===== src/rtl/t08_debug_pkg.sv =====
`default_nettype none
// ============================================================================
// Module : t08_debug_pkg
// Purpose: Shared constants and the hex-to-seven-segment decoder used by the
//          debug display block.
//          Segment byte layout is {dp,g,f,e,d,c,b,a}, active high.
// Rev    : 1.0  initial release
// ============================================================================
package t08_debug_pkg;

  localparam logic [7:0] SEG_BLANK = 8'h00;

  localparam int SEG_A  = 0;
  localparam int SEG_B  = 1;
  localparam int SEG_C  = 2;
  localparam int SEG_D  = 3;
  localparam int SEG_E  = 4;
  localparam int SEG_F  = 5;
  localparam int SEG_G  = 6;
  localparam int SEG_DP = 7;

  // Standard gfedcba glyphs; dp is always returned clear.
  function automatic logic [7:0] hex_to_seg(input logic [3:0] nib);
    logic [7:0] s;
    case (nib)
      4'h0:    s = 8'h3F;
      4'h1:    s = 8'h06;
      4'h2:    s = 8'h5B;
      4'h3:    s = 8'h4F;
      4'h4:    s = 8'h66;
      4'h5:    s = 8'h6D;
      4'h6:    s = 8'h7D;
      4'h7:    s = 8'h07;
      4'h8:    s = 8'h7F;
      4'h9:    s = 8'h6F;
      4'hA:    s = 8'h77;
      4'hB:    s = 8'h7C;
      4'hC:    s = 8'h39;
      4'hD:    s = 8'h5E;
      4'hE:    s = 8'h79;
      default: s = 8'h71;
    endcase
    return s;
  endfunction

endpackage
`default_nettype wire


===== src/rtl/t08_debounce.sv =====
`default_nettype none
// ============================================================================
// Module : t08_debounce
// Purpose: Pushbutton conditioner: 2-flop synchroniser, tick-qualified
//          stability counter and rising-edge pulse of the debounced level.
// Ports  : hwclk   in  system clock
//          reset   in  asynchronous, active-high reset
//          tick    in  qualifying strobe for the stability counter
//          btn_raw in  raw asynchronous button
//          rise    out one-cycle pulse on debounced 0->1 (armed only)
// Rev    : 1.0  initial release
// ============================================================================
module t08_debounce #(
  parameter int DEBOUNCE_TICKS = 20
) (
  input  logic hwclk,
  input  logic reset,
  input  logic tick,
  input  logic btn_raw,
  output logic rise
);

  localparam int              CNT_W    = $clog2(DEBOUNCE_TICKS + 1);
  localparam logic [CNT_W-1:0] CNT_LAST = CNT_W'(DEBOUNCE_TICKS - 1);

  logic             sync1_q, sync1_d;
  logic             sync2_q, sync2_d;
  logic             level_q, level_d;
  logic             armed_q, armed_d;
  logic [CNT_W-1:0] stab_q,  stab_d;

  always_comb begin
    sync1_d = btn_raw;
    sync2_d = sync1_q;
    level_d = level_q;
    armed_d = armed_q;
    stab_d  = stab_q;
    rise    = 1'b0;
    if (tick) begin
      // A button held through reset must not produce a press: rising edges
      // are only reported once the button has been seen released.
      if (!sync2_q) begin
        armed_d = 1'b1;
      end
      if (sync2_q != level_q) begin
        if (stab_q == CNT_LAST) begin
          level_d = sync2_q;
          stab_d  = '0;
          rise    = sync2_q & armed_q;
        end else begin
          stab_d = stab_q + CNT_W'(1);
        end
      end else begin
        stab_d = '0;
      end
    end
  end

  always_ff @(posedge hwclk or posedge reset) begin
    if (reset) begin
      sync1_q <= 1'b0;
      sync2_q <= 1'b0;
      level_q <= 1'b0;
      armed_q <= 1'b0;
      stab_q  <= '0;
    end else begin
      sync1_q <= sync1_d;
      sync2_q <= sync2_d;
      level_q <= level_d;
      armed_q <= armed_d;
      stab_q  <= stab_d;
    end
  end

endmodule
`default_nettype wire


===== src/rtl/t08_debug_display.sv =====
`default_nettype none
// ============================================================================
// Module : t08_debug_display
// Purpose: Multi-channel hex debug display: per-channel capture with freeze,
//          debounced channel-advance button, timed auto-rotation, freshness
//          flags and a registered seven-segment output bank.
// Ports  : hwclk, reset (async, active high)
//          ch_data   in  packed channel data, channel i at [i*DIGITS*4 +: DIGITS*4]
//          ch_valid  in  per-channel capture strobe
//          freeze    in  blocks all captures; lit on digit 0 dp
//          btn_next  in  raw pushbutton, advances sel
//          auto_mode in  enables timed rotation
//          seg       out {dp,g,f,e,d,c,b,a} per digit, digit 0 at [7:0]
//          sel       out displayed channel
//          fresh     out captured since last selected
//          tick      out one-cycle tick pulse
// Rev    : 1.0  initial release
// ============================================================================
module t08_debug_display
  import t08_debug_pkg::*;
#(
  parameter int CHANNELS       = 4,
  parameter int DIGITS         = 8,
  parameter int DIV            = 12000,
  parameter int DEBOUNCE_TICKS = 20,
  parameter int ROTATE_TICKS   = 1000
) (
  input  logic                         hwclk,
  input  logic                         reset,
  input  logic [CHANNELS*DIGITS*4-1:0] ch_data,
  input  logic [CHANNELS-1:0]          ch_valid,
  input  logic                         freeze,
  input  logic                         btn_next,
  input  logic                         auto_mode,
  output logic [DIGITS*8-1:0]          seg,
  output logic [$clog2(CHANNELS)-1:0]  sel,
  output logic [CHANNELS-1:0]          fresh,
  output logic                         tick
);

  localparam int                DW       = DIGITS * 4;
  localparam int                SEL_W    = $clog2(CHANNELS);
  localparam int                DIV_W    = $clog2(DIV);
  localparam int                ROT_W    = $clog2(ROTATE_TICKS + 1);
  localparam logic [DIV_W-1:0]  DIV_LAST = DIV_W'(DIV - 1);
  localparam logic [ROT_W-1:0]  ROT_LAST = ROT_W'(ROTATE_TICKS - 1);
  localparam logic [SEL_W-1:0]  SEL_LAST = SEL_W'(CHANNELS - 1);

  logic [DIV_W-1:0]    div_q,    div_d;
  logic [ROT_W-1:0]    rot_q,    rot_d;
  logic [SEL_W-1:0]    sel_q,    sel_d;
  logic [CHANNELS-1:0] fresh_q,  fresh_d;
  logic [CHANNELS-1:0] loaded_q, loaded_d;
  logic [DW-1:0]       data_q [CHANNELS];
  logic [DW-1:0]       data_d [CHANNELS];
  logic [DIGITS*8-1:0] seg_q,    seg_d;

  logic             manual_adv;
  logic             auto_adv;
  logic             adv;
  logic [SEL_W-1:0] sel_nxt;
  logic [DW-1:0]    cur_data;

  t08_debounce #(
    .DEBOUNCE_TICKS (DEBOUNCE_TICKS)
  ) u_btn_next (
    .hwclk   (hwclk),
    .reset   (reset),
    .tick    (tick),
    .btn_raw (btn_next),
    .rise    (manual_adv)
  );

  assign tick     = (div_q == DIV_LAST);
  assign auto_adv = auto_mode & tick & (rot_q == ROT_LAST);
  assign adv      = manual_adv | auto_adv;
  assign sel_nxt  = (sel_q == SEL_LAST) ? '0 : sel_q + SEL_W'(1);
  assign cur_data = data_q[sel_q];

  always_comb begin
    div_d = tick ? '0 : div_q + DIV_W'(1);

    // Rotation is idle-at-zero whenever disabled, and a manual press
    // restarts the interval so the new channel gets a full dwell time.
    rot_d = rot_q;
    if (!auto_mode || manual_adv || auto_adv) begin
      rot_d = '0;
    end else if (tick) begin
      rot_d = rot_q + ROT_W'(1);
    end

    sel_d   = adv ? sel_nxt : sel_q;
    fresh_d = fresh_q;
    if (adv) begin
      fresh_d[sel_nxt] = 1'b0;
    end

    // Captures are applied after the selection clear so a capture into the
    // newly selected channel keeps it flagged fresh.
    loaded_d = loaded_q;
    for (int i = 0; i < CHANNELS; i++) begin
      data_d[i] = data_q[i];
      if (ch_valid[i] && !freeze) begin
        data_d[i]   = ch_data[i*DW +: DW];
        loaded_d[i] = 1'b1;
        fresh_d[i]  = 1'b1;
      end
    end

    for (int d = 0; d < DIGITS; d++) begin
      seg_d[d*8 +: 8] = loaded_q[sel_q] ? hex_to_seg(cur_data[d*4 +: 4]) : SEG_BLANK;
    end
    seg_d[SEG_DP] = freeze;
  end

  always_ff @(posedge hwclk or posedge reset) begin
    if (reset) begin
      div_q    <= '0;
      rot_q    <= '0;
      sel_q    <= '0;
      fresh_q  <= '0;
      loaded_q <= '0;
      seg_q    <= '0;
      for (int i = 0; i < CHANNELS; i++) begin
        data_q[i] <= '0;
      end
    end else begin
      div_q    <= div_d;
      rot_q    <= rot_d;
      sel_q    <= sel_d;
      fresh_q  <= fresh_d;
      loaded_q <= loaded_d;
      seg_q    <= seg_d;
      for (int i = 0; i < CHANNELS; i++) begin
        data_q[i] <= data_d[i];
      end
    end
  end

  assign seg   = seg_q;
  assign sel   = sel_q;
  assign fresh = fresh_q;

endmodule
`default_nettype wire


===== config.mk =====
export PLATFORM = sky130hd
export DESIGN_NAME = t08_debug_display
export DESIGN_NICKNAME = d
export VERILOG_FILES = /design/src/rtl/t08_debug_pkg.sv /design/src/rtl/t08_debounce.sv /design/src/rtl/t08_debug_display.sv
export SDC_FILE = /design/constraint.sdc
export NUM_CORES = 1
export LEC_CHECK = 0
export ABC_AREA = 1
export CORE_AREA = 2 2 241 148
export DETAILED_ROUTE_END_ITERATION = 10
export DIE_AREA = 0 0 243 150
export GPL_TIMING_DRIVEN = 0
export MAX_ROUTING_LAYER = met4
export PLACE_DENSITY_LB_ADDON = 0.2
export RECOVER_POWER = 25
export SETUP_SLACK_MARGIN = 0.3
export SYNTH_ARGS = -nofsm -noshare
export SYNTH_HDL_FRONTEND = slang
export SYNTH_SLANG_ARGS = --single-unit

===== constraint.sdc =====
create_clock -name hwclk -period 8.35 [get_ports hwclk]
set_input_delay 1.67 -clock hwclk [delete_from_list [all_inputs] [get_ports hwclk]]
set_output_delay 1.67 -clock hwclk [all_outputs]
set_load 0.005 [all_outputs]

==> flow_summary.yaml <==
timing:
  period_minus_slack_ps: 4670
  slew_violations: 32
  finalSetupViolCount: 0
  max_freq_mhz: 214
  hold_viol: 0
  tightest_slew_ps: 1520
  grt_setup_unrepaired: "false"
  skew_ps: 14.0
  fin_crit_sh_pct: 55.9
  maxSlewHeadroom_pct: -1.82
clock_network:
  clk_path_buf_depth: 3
  insertion_delay_ps: 530
  clock-sinks: 228
  postCtsResizedCells: 0
  htreeDepth: 1
  clk_pin_slew_worst_paths_ps: 70
  clock-root-buffer: "clkbuf_16"
  cts_setup_buffers: 0
  ctsHoldBuffers: 0
  cts_tree: "yes"
  cts_buffers: 25
power:
  p_leak_nw: 7.25
  total_power_mw: 3.13
  ir_worst_vdd_mv: 0.136
  power_density_nw_per_um2: 204
synth:
  yosysWarnings: 0
  synth_top_family_by_area: "simple AND/OR/NAND/NOR gates"
  synthAdderAreaFrac_pct: 5.82
  synth_mux_area_share_pct: 10.5
  ys_ff_latch: 228
  synth_xor_area_share_pct: 0.814
  netlist_area_um2: 11800
  yosys.area_share.simple_pct: 21.9
  ys_seq_area_share_pct: 48.2
  synth_cell_type_count: 37
  syn_inst: 1314
  syn_avg_cell_area_um2: 9.01
  synth-compound-area-share_pct: 6.14
global_routing:
  grt_pass1_wl_mm: 56.1
  antenna_found_initial: 0
  overflow: 0
  grt_usage_pct: 21.2
  first_global_vias: 9327
  grt_max_degree: 121
flow_run:
  drv_cap: 1
worst_setup_path:
  crit_required_ps: 6680
  rr_worst_depth: 12
  crit_arrival_ps: 3000
  setup.worst_path.end_class: "output pin"
  critPathMaxFanout: 10
  r2r_start: "sel[1]"
  r2r_slack_ps: 5060
  rr_endpoint: "seg[48]"
  crit_start: "div_q[0]"
  cp-start-kind: "register"
  endpoint: "tick"
  path_class: "reg2out"
floorplanning:
  ios: 208
  die_w_um: 243
  die_h_um: 150
  core_area_um2: 34400
  die_area_um2: 36500
  start_util_pct: 34.4
  rows: 53
final_layout:
  layout_common_cells: "nand2_1 (343), dfrtp_1 (228), clkdlybuf4s50_1 (196), nor2_1 (134), mux2_2 (110)"
  multi_input_area_um2: 5350
  area_growth_syn_to_layout_pct: 29.5
  layout-drive-gt1-share_pct: 16.1
  final_common_cell: "nand2_1"
  finalInstanceArea_um2: 15300
  num_antenna_cells: 0
  fin_util_pct: 44.6
  fill_cells: 3423
  final_nets: 1740
  seq_area_um2: 5710
hold_path:
  hp-class: "reg2reg"
  hp-start: "u_btn_next.sync1_q"
place:
  dp.final_hpwl_mm: 27.6
  gp_congestion: 0.910
  place_area_um2: 14500
  port_buffers: 199
routing:
  drcViolationCount: 0
  initialDrtViolationCount: 578
  via_per_inst: 4.78
  routed_wl_mm: 38.3
  via_count: 9724
  first_pass_iters: 5
  wl_per_cell_um: 18.8
  postRouteAntennaNets: 0
status:
  status: "complete, but fails checks"
  violations: "max-capacitance violations, max-slew violations"
## critical path, stage by stage, from the launching register on
cell and delay (ps):
dfrtp_1 370, ha_1 210, nand4_1 250, nor3_1 510, clkbuf_1 510, clkdlybuf4s50_1 610
## routing by layer
| layer | wire length (um) | GRT usage, % |
|---|---|---|
| met1 | 18500 | 30.1 |
| met2 | 16800 | 31.5 |
| met3 | 2380 | 4.43 |
| met4 | 632 | 3.90 |
| met5 | 0 | - |
## cells in the mapped netlist, drive strengths merged
library cell | instances | share of area, %
nand2 | 364 | 12
dfrtp | 228 | 48
nor2 | 140 | 4.6
mux2 | 110 | 10
inv | 109 | 3.5
a21oi | 75 | 3.4
nand3 | 74 | 3.2
ha | 55 | 5.8
buf | 51 | 3.0
o21ai | 46 | 1.9
nand4 | 16 | 0.90
xor2 | 10 | 0.74
nor3 | 8 | 0.38
a31oi | 7 | 0.37
and2 | 7 | 0.37
clkbuf | 3 | 0.095
o21bai | 3 | 0.19
o211ai | 2 | 0.21
and3 | 1 | 0.053
clkinv | 1 | 0.032
conb | 1 | 0.032
nor3b | 1 | 0.063
o21a | 1 | 0.063
xnor2 | 1 | 0.074
## worst min path at each step
stage / depth (start not counted) / slack, ps / to
global placement: 0 / 340 / u_btn_next.sync2_q
CTS: 0 / 360 / u_btn_next.sync2_q
floorplan: 0 / 330 / u_btn_next.sync2_q
detailed placement: 0 / 340 / u_btn_next.sync2_q
global route: 0 / 370 / u_btn_next.sync2_q
finish: 0 / 360 / u_btn_next.sync2_q
## state kept, by name, indices dropped and copies added (netlist names), 2 cells and up
signal             cells
sel                    2
u_btn_next.stab_q      5
data_q               128
seg                   57
div_q                 14
loaded_q               4
rot_q                 10
fresh                  4
## layout make-up
cell class | instances | area share [%]
Tap cell | 467 | 3.81
Timing Repair Buffer | 201 | 13.4
Clock inverter | 6 | 0.547
Multi-Input combinational cell | 928 | 34.9
Clock buffer | 39 | 5.08
Buffer | 54 | 2.33
Inverter | 110 | 2.73
Sequential cell | 228 | 37.2
## cells by family after synthesis
| kind of cell | count (synthesis) |
|---|---|
| AOI/OAI and AO/OA | 134 |
| xor gates and xnor gates | 11 |
| adders and majority gates | 55 |
| buffers and inverters | 164 |
| DFF | 228 |
| muxes | 110 |
| other | 1 |
| and+or+nand+nor | 611 |
## power by group
part	switching, mW	internal, mW	total (mW)	leakage, nW
clock network	0.464	0.699	1.16	0.429
registers	0.0643	1.25	1.32	2.62
logic	0.322	0.328	0.651	4.20
total	0.851	2.28	3.13	7.25
## through the flow
step                      std cells  setup TNS, ps  setup slack (ps)  hold WS [ps]
final                          2033              0              3680           359
after global routing           2033              0              3400           373
after CTS                      2033              0              4070           359
after floorplan                1320              0               432           331
after detailed placement       1988              0              4560           345
after global placement         1986        -666820             -2960           341
Note: power is estimated with default switching activity, not from simulation.
